===== config.mk =====
export PLATFORM = sky130hd
export DESIGN_NAME = led_panel
export DESIGN_NICKNAME = d
export VERILOG_FILES = /design/src/rtl/led_panel_pkg.sv /design/src/rtl/led_pwm.sv /design/src/rtl/led_panel.sv
export SDC_FILE = /design/constraint.sdc
export NUM_CORES = 1
export LEC_CHECK = 0
export ABC_AREA = 1
export CELL_PAD_IN_SITES_DETAIL_PLACEMENT = 0
export CELL_PAD_IN_SITES_GLOBAL_PLACEMENT = 1
export CORE_MARGIN = 10
export CORE_UTILIZATION = 26
export DETAILED_ROUTE_END_ITERATION = 8
export PLACE_DENSITY = 0.82
export SLEW_MARGIN = 5
export SYNTH_ARGS = -nofsm -noshare
export SYNTH_HDL_FRONTEND = slang
export SYNTH_SLANG_ARGS = --single-unit

===== constraint.sdc =====
create_clock -name clock -period 1.8 [get_ports clock]
set_input_delay 0.27 -clock clock [delete_from_list [all_inputs] [get_ports clock]]
set_output_delay 0.27 -clock clock [all_outputs]
set_load 0.01 [all_outputs]

===== src/rtl/led_panel_pkg.sv =====
`default_nettype none
// ============================================================================
// Module      : led_panel_pkg
// Description : Shared constants for the led_panel peripheral: register
//               offsets within the bus window and register reset values.
// Revision    : 1.0 - initial release
// ============================================================================
package led_panel_pkg;

    // Register offsets from BASE_ADDR
    localparam logic [1:0] OFF_LED    = 2'd0;
    localparam logic [1:0] OFF_BRIGHT = 2'd1;
    localparam logic [1:0] OFF_CTRL   = 2'd2;

    // Register reset values
    localparam logic [7:0] LED_RST    = 8'h00;
    localparam logic [7:0] BRIGHT_RST = 8'hFF;
    localparam logic [7:0] CTRL_RST   = 8'h01;

endpackage : led_panel_pkg
`default_nettype wire


===== src/rtl/led_pwm.sv =====
`default_nettype none
// ============================================================================
// Module      : led_pwm
// Description : 8-bit free-running counter with duty comparator. The output
//               is high while the counter is below the duty value; a duty of
//               8'hFF forces the output permanently high so full brightness
//               has no dark slot.
// Ports       : clock  - system clock
//               reset  - asynchronous active-low reset (clears the counter)
//               duty   - PWM duty, 0 = always off, 8'hFF = always on
//               on     - PWM gate, combinational from counter and duty
// Revision    : 1.0 - initial release
// ============================================================================
module led_pwm (
    input  logic       clock,
    input  logic       reset,
    input  logic [7:0] duty,
    output logic       on
);

    logic [7:0] cnt_q;
    logic [7:0] cnt_d;

    // Natural 8-bit wrap gives the 256-clock period with no special case.
    assign cnt_d = cnt_q + 8'd1;

    always_ff @(posedge clock or negedge reset) begin
        if (!reset) begin
            cnt_q <= 8'h00;
        end else begin
            cnt_q <= cnt_d;
        end
    end

    assign on = (duty == 8'hFF) | (cnt_q < duty);

endmodule : led_pwm
`default_nettype wire


===== src/rtl/led_panel.sv =====
`default_nettype none
// ============================================================================
// Module      : led_panel
// Description : Memory-mapped 8-LED output peripheral on the CPU6 bus.
//               Three-register window at BASE_ADDR: LED pattern (+0),
//               BRIGHT PWM duty (+1), CTRL global enable (+2, bit 0).
//               Reads are combinational and gated by sel.
// Config      : Define LED_PANEL_PWM_EN to build the BRIGHT register and
//               the led_pwm dimmer. Without it, +1 is decoded but reads 0,
//               ignores writes, and the LEDs are never dimmed.
// Ports       : clock    - system clock
//               reset    - asynchronous active-low reset
//               address  - CPU6 address bus (19 bits, fully decoded)
//               write_en - write strobe, active-high
//               data_in  - write data
//               data_out - read data, 8'h00 when not selected
//               sel      - address hits the register window
//               leds     - LED pins, bit 7 = LED1 ... bit 0 = LED8
// Revision    : 1.0 - initial release
// ============================================================================
module led_panel
    import led_panel_pkg::*;
#(
    parameter logic [18:0] BASE_ADDR      = 19'h0F110,
    parameter bit          LED_ACTIVE_LOW = 1'b1
) (
    input  logic        clock,
    input  logic        reset,
    input  logic [18:0] address,
    input  logic        write_en,
    input  logic [7:0]  data_in,
    output logic [7:0]  data_out,
    output logic        sel,
    output logic [7:0]  leds
);

    logic [18:0] w_offset;
    logic [1:0]  w_reg;
    logic        w_wr;
    logic        w_pwm_on;
    logic [7:0]  w_bright;
    logic [7:0]  w_lit;

    logic [7:0]  led_q;
    logic [7:0]  led_d;
    logic        ctrl_en_q;
    logic        ctrl_en_d;

    // ------------------------------------------------------------------------
    // Decode: modular subtraction then a range check covers the whole window
    // with every address bit participating, so there is no aliasing.
    // ------------------------------------------------------------------------
    assign w_offset = address - BASE_ADDR;
    assign sel      = (w_offset < 19'd3);
    assign w_reg    = w_offset[1:0];
    assign w_wr     = write_en & sel;

    always_comb begin
        led_d     = led_q;
        ctrl_en_d = ctrl_en_q;
        if (w_wr) begin
            case (w_reg)
                OFF_LED:  led_d     = data_in;
                OFF_CTRL: ctrl_en_d = data_in[0];
                default:  ;
            endcase
        end
    end

    always_ff @(posedge clock or negedge reset) begin
        if (!reset) begin
            led_q     <= LED_RST;
            ctrl_en_q <= CTRL_RST[0];
        end else begin
            led_q     <= led_d;
            ctrl_en_q <= ctrl_en_d;
        end
    end

    // ------------------------------------------------------------------------
    // Optional PWM dimming
    // ------------------------------------------------------------------------
`ifdef LED_PANEL_PWM_EN
    logic [7:0] bright_q;
    logic [7:0] bright_d;

    always_comb begin
        bright_d = bright_q;
        if (w_wr && (w_reg == OFF_BRIGHT)) begin
            bright_d = data_in;
        end
    end

    always_ff @(posedge clock or negedge reset) begin
        if (!reset) begin
            bright_q <= BRIGHT_RST;
        end else begin
            bright_q <= bright_d;
        end
    end

    led_pwm u_pwm (
        .clock (clock),
        .reset (reset),
        .duty  (bright_q),
        .on    (w_pwm_on)
    );

    assign w_bright = bright_q;
`else
    assign w_pwm_on = 1'b1;
    assign w_bright = 8'h00;
`endif

    // ------------------------------------------------------------------------
    // Combinational read path
    // ------------------------------------------------------------------------
    always_comb begin
        data_out = 8'h00;
        if (sel) begin
            case (w_reg)
                OFF_LED:    data_out = led_q;
                OFF_BRIGHT: data_out = w_bright;
                OFF_CTRL:   data_out = {7'b0, ctrl_en_q};
                default:    data_out = 8'h00;
            endcase
        end
    end

    // ------------------------------------------------------------------------
    // LED output path
    // ------------------------------------------------------------------------
    assign w_lit = led_q & {8{ctrl_en_q & w_pwm_on}};

    generate
        if (LED_ACTIVE_LOW) begin : g_active_low
            assign leds = ~w_lit;
        end else begin : g_active_high
            assign leds = w_lit;
        end
    endgenerate

endmodule : led_panel
`default_nettype wire


==> results of run 1 <==
## Yosys cell counts (2+ instances only)
cell type and count:
clkbuf_1 2, dfrtp_1 8, inv_1 27, nand2_1 72, nand2_2 5, nand3_1 21, nor2_1 17, nor2_2 4
## placed cells by master, fill, tap and decap left out, drive strengths merged
cell type       n
buf            54
ha              1
clkbuf          6
clkdlybuf4s15   4
clkdlybuf4s50  15
xnor2           1
a21oi           1
dfrtp           8
dfstp           1
inv            27
nand3          23
nand2          78
dlygate4sd2     3
nand4           1
xor2            2
nor2           23
nor3            2
dlymetal6s2s    6
## critical path: stages
cell	delay, ns
buf_8	0.08
inv_4	0.03
ha_4	0.26
nand2_4	0.04
nor2_4	0.12
nand3_2	0.09
nor2_2	0.12
nand2_2	0.07
nor2_4	0.12
buf_6	0.10
nand3_4	0.10
a21oi_2	0.12
buf_2	0.14
## how the worst max path moves through the flow
stage               startpoint          end  slack, ns  cells past startpoint
global route        address[5]  data_out[0]      -0.27                     14
finish              address[5]  data_out[0]      -0.14                     13
CTS                 address[5]  data_out[0]      -0.22                     15
detailed placement  address[4]  data_out[0]      -1.12                     15
floorplan           address[4]  data_out[1]       0.01                     10
global placement    address[4]  data_out[7]      -1.10                     15
## registers in the layout (all words and copies together), names as in the netlist
register	cells
led_q	8
ctrl_en_q	1
## stage by stage
step / instance area [um^2] / std cells / total power, W / setup slack (ns)
after floorplan: 978 / 169 / 0.000283 / 0.0136
after global routing: 2000 / 304 / 0.000737 / -0.275
after global placement: 1680 / 284 / 0.000409 / -1.10
after CTS: 1890 / 301 / 0.000682 / -0.217
final: 2000 / 304 / 0.000693 / -0.143
after detailed placement: 1680 / 284 / 0.000410 / -1.12
## kinds of logic after synthesis
kind of cell | count (synthesis) | synth area share [%]
DFF | 9 | 23.2
xor gates and xnor gates | 3 | 3.47
adders and majority gates | 1 | 1.28
AOI/OAI and AO/OA | 1 | 0.513
buffers and inverters | 29 | 11.2
and+or+nand+nor | 126 | 60.3
## cell type report
| class | count | share of cell area (%) |
|---|---|---|
| Sequential cell | 9 | 11.3 |
| Tap cell | 48 | 3.01 |
| Clock buffer | 4 | 2.26 |
| Inverter | 27 | 5.33 |
| Timing Repair Buffer | 84 | 37.8 |
| Multi-Input combinational cell | 132 | 40.3 |
## repair_timing
action	in CTS	in global routing
pin swaps	36	35
cloned	1	0
gates resized for setup	121	34
setup buffers	12	7
hold endpoints to repair	0	0
endpoints found under the setup margin	18	24
hold buffers	0	0
## metal layers
layer  vias up  wire, um  GRT usage, %
met4         0         0          1.90
met5         -         0             0
li1        685         -             -
met3         0       147          2.65
met2        30      1690          20.5
met1       566      1430          11.0
## report_power, final
part           switching (W)  internal [W]  leakage [nW]  total (W)
clock              0.0000775      0.000154        0.0228   0.000232
sequential      0.0000000161      0.000203         0.122   0.000203
combinational       0.000119      0.000139         0.900   0.000258
total               0.000197      0.000496          1.04   0.000693
==> PnR_summary.wiki, run 1 <==
{| class="wikitable"
! Metric !! Value
|-
| Worst clock skew on the final layout || 0 ns
|-
| CTS Buf Count || 3
|-
| Port Buffer Count || 46
|-
| Hold slack || 0.348 ns
|-
| Flip-flop and latch area || 226 um^2
|-
| Post-synth ARST share || 100%
|-
| Die ar. || 6600 um^2
|-
| Number of top-level design ports || 47
|-
| Unrepaired setup endpoints after global routing || yes
|-
| Number of synthesized register bits || 9
|-
| Leakage || 1.04 nW
|-
| Tot GR Track Use || 10.5%
|-
| Half-perimeter wire length of the detailed placement result || 2.55 mm
|-
| Pins over their slew limit || 0
|-
| Ant. Diodes || 0
|-
| Number of enable flip-flop cells after synthesis || 0
|-
| Hold Crit Class || in2async
|-
| Launching point of the worst reg2reg path || ctrl_en_q
|-
| Total nets after synthesis || 200
|-
| Power per standard cell area || 347 nW/um^2
|-
| Primary FF master, synth || dfrtp_1
|-
| Headroom to the max-slew limit || 71.6%
|-
| Total area of multi-input combinational cells || 805 um^2
|-
| Share of post-route cells with drive strength above 1 || 44.1%
|-
| Maximum Capacitance Violations || 0
|-
| Vias per cell || 4.21
|-
| # clock sinks || 9
|-
| Cells after synthesis || 169
|-
| Clock transition at the registers of the reported paths || 0.05 ns
|-
| Height of the die || 81.2 um
|-
| Post-synthesis sequential area ratio || 23.2%
|-
| DRC violation count after routing || 0
|-
| Root buffer cell || clkbuf_8
|-
| Cell type with the largest total area after synthesis || nand2_1
|-
| Std-Cell Rows || 22
|-
| Count of fill cells added during filler insertion || 373
|-
| Share of Yosys cell area claimed by the top area cell type || 27.7%
|-
| TritonRoute pass-1 iters || 4
|-
| Maximum number of pins on one net before global-route repair || 13
|-
| Total count of hold-check failures in the final report || 0
|-
| Mean routed wirelength per cell || 10.8 um
|-
| Crit Path Max Fanout || 5
|-
| Slew at the pin with the worst max-slew slack || 0.425 ns
|-
| Number of antenna violations at the first check in global routing || 0
|-
| Clock tree buffer depth || 2
|-
| Tcrit/Tclk final || 108%
|-
| Sort of element at the start of the critical path || primary input
|-
| Number of distinct library cells after synthesis || 21
|-
| Starting density of the core || 26.8%
|-
| Post-layout util || 55.0%
|-
| GPL Wtd Cong || 0.797
|-
| Required @ worst endpoint || 1.53 ns
|-
| CTS tree || built
|-
| Post-route minimum period || 1.94 ns
|-
| Status || complete, but fails checks
|-
| First DRT Iteration DRCs || 40
|-
| Synthesized area per cell || 5.77 um^2
|-
| Aggregate routed wire length || 3.27 mm
|-
| Count of vias placed by the detailed router || 1,281
|-
| Number of warning messages in the yosys log || 0
|-
| Area grow syn2layout || 105%
|-
| Global route overflow || 0
|-
| Violations in the final reports || negative setup slack
|-
| Setup tns final || -1.38 ns
|-
| Kind of critical path || in2out
|-
| Post-synthesis cell area || 975 um^2
|-
| Wire length of the first global-routing pass || 5.67 mm
|-
| Setup slack on the worst flop-to-flop path || 0.97 ns
|-
| Number of nets in the final layout || 288
|-
| Clock latency of the later-clocked register in the worst-skew pair || 0.23 ns
|-
| Die outline width || 81.2 um
|-
| Worst-case setup margin in the final layout || -0.143 ns
|-
| Dominant cells by area after synthesis || nand2_1 (28%), dfrtp_1 (21%), nand3_1 (11%)
|-
| Number of global-route vias before repair || 1,328
|-
| CTS H-tree lvls || 1
|-
| Reg2reg path depth || 4
|-
| Setup violators final || 17
|-
| Nature of the critical path endpoint || output port
|-
| VDD IR max || 0.000190 V
|-
| Capture point of the worst reg-to-reg path || ctrl_en_q
|-
| Antenna Nets Post-Route || 0
|-
| Highest achievable clock rate || 515 MHz
|-
| Area of the core || 3630 um^2
|-
| Crit path arrival time || 1.67 ns
|}
No activity file was read; power rests on OpenSTA's default activity.
==> run 2: changes to the inputs <==
CORE_UTILIZATION = 27   (was 26)
CTS_BUF_LIST = sky130_fd_sc_hd__clkbuf_4 sky130_fd_sc_hd__clkbuf_8   (was default)
HOLD_SLACK_MARGIN = 0.03   (was default)
PLACE_DENSITY = 0.84   (was 0.82)
==> run 2 against run 1 <==
The run still ends with negative setup slack left. Critical path depth is 1 higher. Die area shrank 2.8%. Count of clock-buffer cells in the layout stayed put.
==> PnR_summary.wiki, run 2 (synthesis results as in run 1) <==
{| class="wikitable"
! Metric !! Value
|-
| Status || complete, but fails checks
|-
| Violations in the final reports || negative setup slack
|-
| Worst clock skew on the final layout || 0 ns
|-
| Starting density of the core || 28.5%
|-
| DRC violation count after routing || 0
|-
| Height of the die || 80.1 um
|-
| Die outline width || 80.1 um
|-
| Global route overflow || 0
|-
| Number of top-level design ports || 47
|-
| Vias per cell || 4.32
|-
| Tot GR Track Use || 10.6%
|-
| Kind of critical path || in2out
|-
| Worst-case setup margin in the final layout || -0.192 ns
|-
| Register with the most flip-flops || led_q
|-
| Half-perimeter wire length of the detailed placement result || 2.48 mm
|-
| Sort of element at the start of the critical path || primary input
|-
| Number of antenna violations at the first check in global routing || 0
|-
| Share of post-route cells with drive strength above 1 || 50.4%
|-
| Area of the core || 3420 um^2
|-
| Port Buffer Count || 46
|-
| TritonRoute pass-1 iters || 4
|-
| Commonest cells after routing, fill and taps aside || nand2_1 (49), buf_4 (32), inv_1 (21), nand2_2 (21), clkdlybuf4s50_1 (18)
|-
| Die ar. || 6410 um^2
|-
| Maximum Capacitance Violations || 0
|-
| Number of nets in the final layout || 294
|-
| First DRT Iteration DRCs || 69
|-
| Crit Path Max Fanout || 5
|-
| Area grow syn2layout || 112%
|-
| Aggregate routed wire length || 3.64 mm
|-
| CTS tree || built
|-
| Unrepaired setup endpoints after global routing || yes
|-
| Maximum number of pins on one net before global-route repair || 10
|-
| Largest registers in the final layout || led_q: 8 flops, ctrl_en_q: 1 flops
|-
| Tcrit/Tclk final || 111%
|-
| Pins over their slew limit || 0
|-
| Mean routed wirelength per cell || 11.8 um
|-
| VDD IR max || 0.000156 V
|-
| Headroom to the max-slew limit || 72.2%
|-
| Slew at the pin with the worst max-slew slack || 0.416 ns
|-
| Ant. Diodes || 0
|-
| Non-Filler Instances || 308
|-
| Number of global-route vias before repair || 1,289
|-
| Highest achievable clock rate || 502 MHz
|-
| Clock latency of the later-clocked register in the worst-skew pair || 0.25 ns
|-
| Total count of hold-check failures in the final report || 0
|-
| # clock sinks || 9
|-
| Std-Cell Rows || 21
|-
| Hold Crit Class || in2async
|-
| Post-route minimum period || 1.99 ns
|-
| Leading cell type in the layout, fill and taps excluded || nand2_1
|-
| Count of vias placed by the detailed router || 1,331
|-
| CTS Buf Count || 3
|-
| Wire length of the first global-routing pass || 5.77 mm
|-
| Antenna Nets Post-Route || 0
|-
| Setup violators final || 17
|-
| Root buffer cell || clkbuf_4
|-
| Total instance count after detailed placement || 285
|-
| Required @ worst endpoint || 1.53 ns
|-
| GPL Wtd Cong || 0.806
|-
| Power per standard cell area || 313 nW/um^2
|-
| Crit path arrival time || 1.72 ns
|-
| Hold slack || 0.312 ns
|-
| Number of flip-flops in the largest register || 8
|-
| Leakage || 1.06 nW
|-
| Clock transition at the registers of the reported paths || 0.06 ns
|-
| Nature of the critical path endpoint || output port
|-
| CTS H-tree lvls || 1
|-
| Clock tree buffer depth || 2
|}
[run 2: power breakdown]
part | total (W) | switching (W) | internal (W)
Sequential | 0.000202 | 0.0000000161 | 0.000202
Combinational | 0.000275 | 0.000131 | 0.000145
Clock | 0.000170 | 0.0000692 | 0.000100
Total | 0.000647 | 0.000200 | 0.000448
[run 2: what timing repair did]
action	CTS	global route
setup buffers	16	4
setup endpoints to repair	21	18
gates resized for setup	135	40
pin swaps	40	25
gates cloned	1	0
hold buffers	0	0
[run 2: area by class of cell]
type	instances	area, um^2
clock buffer	4	30.0
fill	311	1350
inverter	27	106
multi-input combinational	132	878
sequential	9	226
tap	46	57.6
timing repair buffer	90	769
[run 2: stage by stage]
step,setup WS [ns],util (%),instance area [um^2],setup TNS (ns),power [W]
finish,-0.192,60.5,2070,-1.39,0.000647
global route,-0.283,60.5,2070,-3.24,0.000691
floorplan,0.0136,-,978,0,0.000283
global placement,-1.06,49.3,1680,-14.69,0.000409
CTS,-0.151,56.4,1930,-1.29,0.000624
detailed placement,-1.15,49.3,1680,-16.01,0.000411
[run 2: final timing paths]
kind | startpoint | slack [ns] | end | depth (start not counted)
worst min register to register | led_q[6] | 0.50 | led_q[6] | 2
worst min-delay path | reset | 0.31 | led_q[3] | 1
min in group clock | led_q[6] | 0.50 | led_q[6] | 2
worst max-delay path | address[10] | -0.19 | data_out[0] | 14
max in group asynchronous | reset | 1.16 | ctrl_en_q | 1
worst max register to register | ctrl_en_q | 0.83 | ctrl_en_q | 6
[run 2: critical path, cell delays in order]
cell     delay, ns
buf_4         0.10
nor3_4        0.04
buf_4         0.15
buf_4         0.12
buf_4         0.13
nand3_2       0.07
nand2_2       0.06
nor2_2        0.08
nand2_2       0.07
nor2_4        0.12
buf_6         0.11
nand3_4       0.11
a21oi_2       0.14
buf_2         0.15
[run 2: metal layers]
layer	up-vias	part of all wire, %	track usage, %
li1	700	-	-
met1	593	44	13.4
met2	36	51	18.5
met3	2	5.1	2.00
met4	0	0.52	1.58
met5	-	0	0
